===== src/rtl/gpio_cfg_pkg.sv =====
// Shared definitions for the GPIO bank: per-pad config bit positions and the
// decoded per-pad config record consumed by the pad datapath slices.
package gpio_cfg_pkg;

   localparam int CFG_DIR          = 0;
   localparam int CFG_INV_OUT      = 1;
   localparam int CFG_INV_IN       = 2;
   localparam int MIN_BITS_PER_PAD = 3;

   typedef struct packed {
      logic inv_in;
      logic inv_out;
      logic dir;
   } pad_cfg_t;

   // Position of config bit b of pad p inside the flat chain vector.
   function automatic int pad_bit_idx(input int p, input int bpp, input int b);
      return p * bpp + b;
   endfunction

endpackage


===== src/rtl/gpio_bank_ccff_if.sv =====
// Bundle of the GPIO bank's configuration-chain and pad/core signals.
// The bank uses the slave view; whatever drives it uses the master view.
interface gpio_bank_ccff_if #(
   parameter int NUM_PAD = 4
);
   logic               ccff_head;
   logic               ccff_en;
   logic               ccff_commit;
   logic               ccff_tail;
   logic               config_done;
   logic               commit_err;
   logic [NUM_PAD-1:0] core_out;
   logic [NUM_PAD-1:0] core_in;
   logic [NUM_PAD-1:0] pad_in;
   logic [NUM_PAD-1:0] pad_out;
   logic [NUM_PAD-1:0] pad_oe;

   modport master (
      output ccff_head, ccff_en, ccff_commit, core_out, pad_in,
      input  ccff_tail, config_done, commit_err, core_in, pad_out, pad_oe
   );

   modport slave (
      input  ccff_head, ccff_en, ccff_commit, core_out, pad_in,
      output ccff_tail, config_done, commit_err, core_in, pad_out, pad_oe
   );
endinterface


===== src/rtl/gpio_pad_slice.sv =====
// Combinational datapath of one pad: direction and optional inversion on
// both the drive and receive paths, taken straight from the active config.
module gpio_pad_slice
   import gpio_cfg_pkg::*;
(
   input  pad_cfg_t i_cfg,
   input  logic     i_core_out,
   input  logic     i_pad_in,
   output logic     o_pad_oe,
   output logic     o_pad_out,
   output logic     o_core_in
);

   assign o_pad_oe  = i_cfg.dir;
   assign o_pad_out = i_core_out ^ i_cfg.inv_out;
   // An output pad reports 0 to the fabric rather than echoing its own drive.
   assign o_core_in = i_cfg.dir ? 1'b0 : (i_pad_in ^ i_cfg.inv_in);

endmodule


===== src/rtl/gpio_bank_ccff.sv =====
// Multi-pad GPIO bank with a serial config chain, a bit counter and a
// commit-to-shadow stage so that pads never see a half-loaded config.
module gpio_bank_ccff
   import gpio_cfg_pkg::*;
#(
   parameter int NUM_PAD      = 4,
   parameter int BITS_PER_PAD = 3
) (
   input  logic             prog_clk,
   input  logic             pReset_n,
   gpio_bank_ccff_if.slave  bus
);

   localparam int CHAIN_LEN = NUM_PAD * BITS_PER_PAD;
   localparam int CNT_W     = $clog2(CHAIN_LEN + 1);

   generate
      if (BITS_PER_PAD < MIN_BITS_PER_PAD) begin : g_bad_bpp
         $error("gpio_bank_ccff: BITS_PER_PAD must be at least 3");
      end
   endgenerate

   logic [CHAIN_LEN-1:0] r_sr;
   logic [CHAIN_LEN-1:0] r_active;
   logic [CNT_W-1:0]     r_cnt;
   logic                 r_done;
   logic                 r_err;

   logic [CHAIN_LEN-1:0] w_sr_next;
   logic [CHAIN_LEN-1:0] w_active_next;
   logic [CNT_W-1:0]     w_cnt_next;
   logic                 w_err_next;
   logic                 w_commit_ok;

   always_comb begin
      w_commit_ok   = bus.ccff_commit & r_done;
      w_sr_next     = r_sr;
      w_active_next = r_active;
      w_cnt_next    = r_cnt;
      w_err_next    = r_err | (bus.ccff_commit & ~r_done);

      if (bus.ccff_en) begin
         w_sr_next = {r_sr[CHAIN_LEN-2:0], bus.ccff_head};
      end

      // Commit snapshots the pre-shift stage; a same-cycle shift counts as
      // the first bit of the next load.
      if (w_commit_ok) begin
         w_active_next = r_sr;
         w_cnt_next    = bus.ccff_en ? CNT_W'(1) : '0;
      end else if (bus.ccff_en && (r_cnt != CNT_W'(CHAIN_LEN))) begin
         w_cnt_next = r_cnt + 1'b1;
      end
   end

   always_ff @(posedge prog_clk or negedge pReset_n) begin
      if (!pReset_n) begin
         r_sr     <= '0;
         r_active <= '0;
         r_cnt    <= '0;
         r_done   <= 1'b0;
         r_err    <= 1'b0;
      end else begin
         r_sr     <= w_sr_next;
         r_active <= w_active_next;
         r_cnt    <= w_cnt_next;
         r_done   <= (w_cnt_next == CNT_W'(CHAIN_LEN));
         r_err    <= w_err_next;
      end
   end

   assign bus.ccff_tail   = r_sr[CHAIN_LEN-1];
   assign bus.config_done = r_done;
   assign bus.commit_err  = r_err;

   logic [NUM_PAD-1:0] w_pad_oe;
   logic [NUM_PAD-1:0] w_pad_out;
   logic [NUM_PAD-1:0] w_core_in;

   genvar gi;
   generate
      for (gi = 0; gi < NUM_PAD; gi++) begin : g_pad
         pad_cfg_t w_cfg;

         assign w_cfg.dir     = r_active[pad_bit_idx(gi, BITS_PER_PAD, CFG_DIR)];
         assign w_cfg.inv_out = r_active[pad_bit_idx(gi, BITS_PER_PAD, CFG_INV_OUT)];
         assign w_cfg.inv_in  = r_active[pad_bit_idx(gi, BITS_PER_PAD, CFG_INV_IN)];

         gpio_pad_slice u_slice (
            .i_cfg      (w_cfg),
            .i_core_out (bus.core_out[gi]),
            .i_pad_in   (bus.pad_in[gi]),
            .o_pad_oe   (w_pad_oe[gi]),
            .o_pad_out  (w_pad_out[gi]),
            .o_core_in  (w_core_in[gi])
         );
      end
   endgenerate

   assign bus.pad_oe  = w_pad_oe;
   assign bus.pad_out = w_pad_out;
   assign bus.core_in = w_core_in;

endmodule


===== src/flat_wrapper.sv =====
// flat-port wrapper written by rule: the top's interface ports become plain ports
module gpio_bank_ccff_flat import gpio_cfg_pkg::*;
#(
   parameter int NUM_PAD      = 4,
   parameter int BITS_PER_PAD = 3
)
  (prog_clk, pReset_n, bus_ccff_head, bus_ccff_en, bus_ccff_commit, bus_core_out, bus_pad_in, bus_ccff_tail, bus_config_done, bus_commit_err, bus_core_in, bus_pad_out, bus_pad_oe);
  gpio_bank_ccff_if #(.NUM_PAD(NUM_PAD)) bus_i ();
  input  logic prog_clk;
  input  logic pReset_n;
  input wire logic [$bits(bus_i.ccff_head)-1:0] bus_ccff_head;
  input wire logic [$bits(bus_i.ccff_en)-1:0] bus_ccff_en;
  input wire logic [$bits(bus_i.ccff_commit)-1:0] bus_ccff_commit;
  input wire logic [$bits(bus_i.core_out)-1:0] bus_core_out;
  input wire logic [$bits(bus_i.pad_in)-1:0] bus_pad_in;
  output wire logic [$bits(bus_i.ccff_tail)-1:0] bus_ccff_tail;
  output wire logic [$bits(bus_i.config_done)-1:0] bus_config_done;
  output wire logic [$bits(bus_i.commit_err)-1:0] bus_commit_err;
  output wire logic [$bits(bus_i.core_in)-1:0] bus_core_in;
  output wire logic [$bits(bus_i.pad_out)-1:0] bus_pad_out;
  output wire logic [$bits(bus_i.pad_oe)-1:0] bus_pad_oe;
  assign bus_i.ccff_head = bus_ccff_head;
  assign bus_i.ccff_en = bus_ccff_en;
  assign bus_i.ccff_commit = bus_ccff_commit;
  assign bus_i.core_out = bus_core_out;
  assign bus_i.pad_in = bus_pad_in;
  assign bus_ccff_tail = bus_i.ccff_tail;
  assign bus_config_done = bus_i.config_done;
  assign bus_commit_err = bus_i.commit_err;
  assign bus_core_in = bus_i.core_in;
  assign bus_pad_out = bus_i.pad_out;
  assign bus_pad_oe = bus_i.pad_oe;
  gpio_bank_ccff #(.NUM_PAD(NUM_PAD), .BITS_PER_PAD(BITS_PER_PAD)) u_core (.prog_clk(prog_clk), .pReset_n(pReset_n), .bus(bus_i));
endmodule

===== config.mk =====
export PLATFORM = sky130hd
export DESIGN_NAME = gpio_bank_ccff_flat
export DESIGN_NICKNAME = d
export VERILOG_FILES = /design/src/rtl/gpio_cfg_pkg.sv /design/src/rtl/gpio_bank_ccff_if.sv /design/src/rtl/gpio_pad_slice.sv /design/src/rtl/gpio_bank_ccff.sv /design/src/flat_wrapper.sv
export SDC_FILE = /design/constraint.sdc
export NUM_CORES = 1
export LEC_CHECK = 0
export BUFFER_PORTS_ARGS = -buffer_cell sky130_fd_sc_hd__buf_2
export CORE_MARGIN = 8
export CORE_UTILIZATION = 57
export DETAILED_ROUTE_END_ITERATION = 10
export PLACE_DENSITY = 0.83
export SYNTH_ARGS = -nofsm -noshare
export SYNTH_HDL_FRONTEND = slang
export SYNTH_HIERARCHICAL = 1
export SYNTH_SLANG_ARGS = --single-unit

===== constraint.sdc =====
create_clock -name prog_clk -period 3.82 [get_ports prog_clk]
set_input_delay 0.573 -clock prog_clk [delete_from_list [all_inputs] [get_ports prog_clk]]
set_output_delay 0.573 -clock prog_clk [all_outputs]
set_load 0.05 [all_outputs]

=== Word level (Yosys, flattened, before mapping) ===
Cells that the tools add are included.

* Register bits after elaboration: 30
* Input bits: 13
* Output and inout bits: 15
* Word-level logic and storage cells: 28

* Add/subtract/negate cells: 1
* Equal/unequal tests: 2
* Mux-type cells: 7
* Bitwise gates (word level): 12
* Reductions and logical operators: 1

{| class="wikitable"
|+ Operator list
! cell !! count
|-
| two-way mux 4 bit || 2
|-
| bitwise XOR 1 bit || 8
|-
| two-way mux 1 bit || 5
|-
| adder 4 x 1 -> 4 bit, second input constant || 1
|-
| == test 4 bit, second input constant || 1
|-
| != test 4 bit, second input constant || 1
|-
| AND 1 bit || 2
|-
| logical AND 1 bit || 1
|-
| inverter 1 bit || 1
|-
| bitwise OR 1 bit || 1
|}

=== Longest topological paths before layout ===
* Depth after elaboration: 5
* Depth in mapped cells: 6
* Mapped depth without buffers: 6

=== Modules after synthesis ===
The synthesis kept the hierarchy.

{| class="wikitable"
|+ Modules (own cells, without submodules)
! module !! times used !! cells each !! area each (µm²) !! sequential area each (µm²)
|-
| gpio_bank_ccff || 1 || 84 || 1,221.2 || 750.7
|-
| gpio_pad_slice || 4 || 4 || 28.8 || 0.0
|}

=== Worst setup path after synthesis ===
Ideal clock, no wire load.

* Kind: input-to-output
* From: input bus_pad_in[0]
* To: output bus_core_in[0]
* Arrival: 1,327 ps
* Required time: 3,247 ps
* Slack: 1,920 ps
* Stages: 2
* Buffers on the path: 0
* Cell sequence: xnor2_1 -> nor2_1

* Word-level cells in the longest chain between the ends: 2

{| class="wikitable"
|+ RTL lines
! item !! RTL line !! source
|-
| from (decl) || flat_wrapper.sv:15 || <nowiki>input wire logic [$bits(bus_i.pad_in)-1:0] bus_pad_in;</nowiki>
|-
| bitwise XOR 1 bit || gpio_pad_slice.sv:17 || <nowiki>assign o_core_in = i_cfg.dir ? 1'b0 : (i_pad_in ^ i_cfg.inv_in);</nowiki>
|-
| two-way mux 1 bit || gpio_pad_slice.sv:17 ||
|-
| to (decl) || flat_wrapper.sv:19 || <nowiki>output wire logic [$bits(bus_i.core_in)-1:0] bus_core_in;</nowiki>
|}

No other way between the ends.

=== Worst setup path in the final report ===
* From: register u_core.r_active[8]
* To: output bus_core_in[2]

* Word-level cells in the longest chain between the ends: 2

{| class="wikitable"
|+ RTL lines
! item !! RTL line !! source
|-
| from (decl) || gpio_bank_ccff.sv:24 || <nowiki>logic [CHAIN_LEN-1:0] r_active;</nowiki>
|-
| from (signal assigned) || gpio_bank_ccff.sv:65 || <nowiki>r_active <= w_active_next;</nowiki>
|-
| bitwise XOR 1 bit || gpio_pad_slice.sv:17 ||
|-
| two-way mux 1 bit || gpio_pad_slice.sv:17 ||
|}

No other way between the ends.

==> flow_summary.ini <==
[run_status]
status = completed

[power_and_ir_drop]
total_power_mw = 1.349
swShare_pct = 44.50
p_int_uw = 748.9
leakage_nw = 0.7291
seqPwrFrac_pct = 40.4
p_comb_share_pct = 46.7
power.switching_uw = 600.5
max-vdd-ir-drop_uv = 597.6
clock_power_share_pct = 12.8
power_per_cell_area_mw_per_mm2 = 892.1

[critical_path]
crit_path_start_kind = register
worstSetupPathType = register to output pin
crit_required_ns = 3.25
max_stage_delay_ns = 0.41
path_delay_family = flip-flops
critPathCaptureType = output pin
path_max_fanout = 2
cp.buffers_inverters = 1
cp_cell_sequence = xnor2_1 -> nor2_1 -> buf_2
cp_slowest_cell = dfrtp_1
cp.arrival_ns = 1.17

[layout]
antenna_cells = 0
final_cell_mix = dfrtp_1, buf_2, mux2_2
multi_input_area_sq_um = 529.3
num-nets-final = 142
seq_area_sq_um = 750.7
final_common_cell = dfrtp_1
fillCellCount = 176
area_growth_syn_to_layout_pct = 13.20
drive_above_1_share_pct = 48.41
final_cells = 154

[placement]
dp_cells = 148
dpl.hpwl_mm = 1.720
place_congestion = 0.7629
port_buffers = 27

[floorplanning]
die_w_um = 64.42
io-pin-count = 28
core_area_sq_mm = 0.002212
start_util_pct = 60.41
die_y_um = 64.42
placement_rows = 17
die-area_sq_mm = 0.004150

[route]
num_vias = 828
ant_nets = 0
totalWireLength_mm = 2.256
drt_iter0_drc = 17
wl_per_cell_um = 14.65
drc = 0
firstDrtPassIters = 4
via_per_inst = 5.377

[clock_network]
cts_tree = built
clk_latency_ns = 0.30
hold_buffers = 0
cts_resized = 0
postCtsSetupBuffers = 0
cts_buffer_depth = 2
root_buffer = clkbuf_4
clock-sinks = 30
cts_buffers = 5
clkTransAtPathRegs_ns = 0.08
htreeDepth = 2

[flow_run]
drv_cap = 0

[logic_synthesis]
synth-main-ff-cell = dfrtp_1
seq_area_frac_synth_pct = 56.18
postSynthAreaPerCell_sq_um = 13.36
synthCells = 100
synth_warnings = 6
syn_nets = 115
synth_area_leader_cell = dfrtp_1
syn-cell-area_sq_mm = 0.001336
synthTopCellsByArea = dfrtp_1, mux2_2, xnor2_1
ys_ff_latch = 30
synth-async-reset-ratio_pct = 100.0
synth_edf_count = 0
synth_cell_type_count = 25
synth_top_area_share_pct = 56.18

[grt]
grtUsageTotal_pct = 12.14
grt_pass1_vias = 924
grt_antenna_before_repair = 0
overflow = 0
grt_pass1_wl_mm = 4.133
grt_max_degree = 31

[sta]
finalHoldViolCount = 0
slew_headroom_pct = 57.93
tightest_slew_ns = 0.6311
fin_crit_ns = 1.746
tns_ns = 0
min_period_over_period_pct = 45.71
timing.fmax_mhz = 572.7
rsz0062_at_grt = false
fin_worst_skew_ns = 0.006778
slew_viol_final = 0
setup_violations = 0

[min_path]
hold_path_class = input pin to asynchronous set/reset pin
[logic make-up after synthesis]
kind of cell / synth area share [%]
AO/OA/AOI/OAI: 5.993
AND/OR/NAND/NOR: 5.524
flip-flops: 56.18
buffers and inverters: 4.213
adder cells (fa/ha/maj): 1.872
XOR/XNOR: 5.243
multiplexers: 20.97
[cell type report]
type / instances / share of cell area (%)
flip-flops and latches: 30 / 49.63
multi-input cells: 60 / 34.99
repair buffers: 27 / 8.933
clock buffers: 6 / 3.391
well taps: 28 / 2.316
inverters: 3 / 0.7444
[worst paths after layout]
| kind | startpoint | cells past startpoint | endpoint | slack (ns) |
|---|---|---|---|---|
| worst max register to register | u_core/r_cnt[0]$_DFF_PN0_ | 6 | u_core/bus.config_done$_DFF_PN0_ | 2.24 |
| min in group prog_clk | u_core/bus.commit_err$_DFF_PN0_ | 1 | u_core/bus.commit_err$_DFF_PN0_ | 0.46 |
| worst max-delay path | u_core/r_active[8]$_DFFE_PN0P_ | 3 | bus_core_in[2] | 2.07 |
| worst min register to register | u_core/bus.commit_err$_DFF_PN0_ | 1 | u_core/bus.commit_err$_DFF_PN0_ | 0.46 |
| worst min-delay path | pReset_n | 1 | u_core/r_sr[6]$_DFFE_PN0P_ | 0.29 |
| max in group asynchronous | pReset_n | 1 | u_core/r_active[1]$_DFFE_PN0P_ | 3.12 |
[through the flow]
stage	hold WS, ns	worst slack (ns)	area [sq um]	utilization [%]
after floorplan	0.2774	1.920	1336	-
after global placement	0.4340	2.023	1461	66.06
after detailed placement	0.4416	1.980	1461	66.06
after CTS	0.2910	2.039	1513	68.38
after global routing	0.3303	1.966	1513	68.38
final	0.2855	2.074	1513	68.38
[registers in the layout, indices dropped and copies added (netlist names)]
name and cells:
u_core/r_sr 12, u_core/r_cnt 4, u_core/r_active 12, u_core/bus.config_done 1, u_core/bus.commit_err 1
[cell usage after synthesis, types with 2 or more instances]
cell type	instances
xor2_1	4
xnor2_1	4
a21oi_1	5
ha_1	2
inv_1	3
nor2_1	4
dfrtp_1	30
buf_2	3
buf_4	4
mux2_2	24
nand2_1	3
[routing by layer]
layer	vias to the layer above	GRT usage [%]	wire length (um)
met4	0	4.087	15
met1	413	14.23	928
met5	-	0	0
met2	13	19.88	1195
met3	2	4.811	117
li1	400	-	-
[power groups by stage]
stage	registers [mW]	clock network, mW	logic (mW)
2_1_floorplan	0.554	0	0.514
3_3_place_gp	0.543	0	0.623
3_5_place_dp	0.553	0	0.638
4_1_cts	0.547	0.184	0.640
5_1_grt	0.563	0.197	0.680
6_report	0.546	0.173	0.631
[worst register-to-register path: cells and delay by family (launching register included)]
kind            cells  cell delay (ns)
simple gates        3             0.63
buf+inv             1             0.10
compound gates      1             0.13
fa+ha+maj           1             0.21
flops               1             0.45
(Power assumes the default switching activity.)
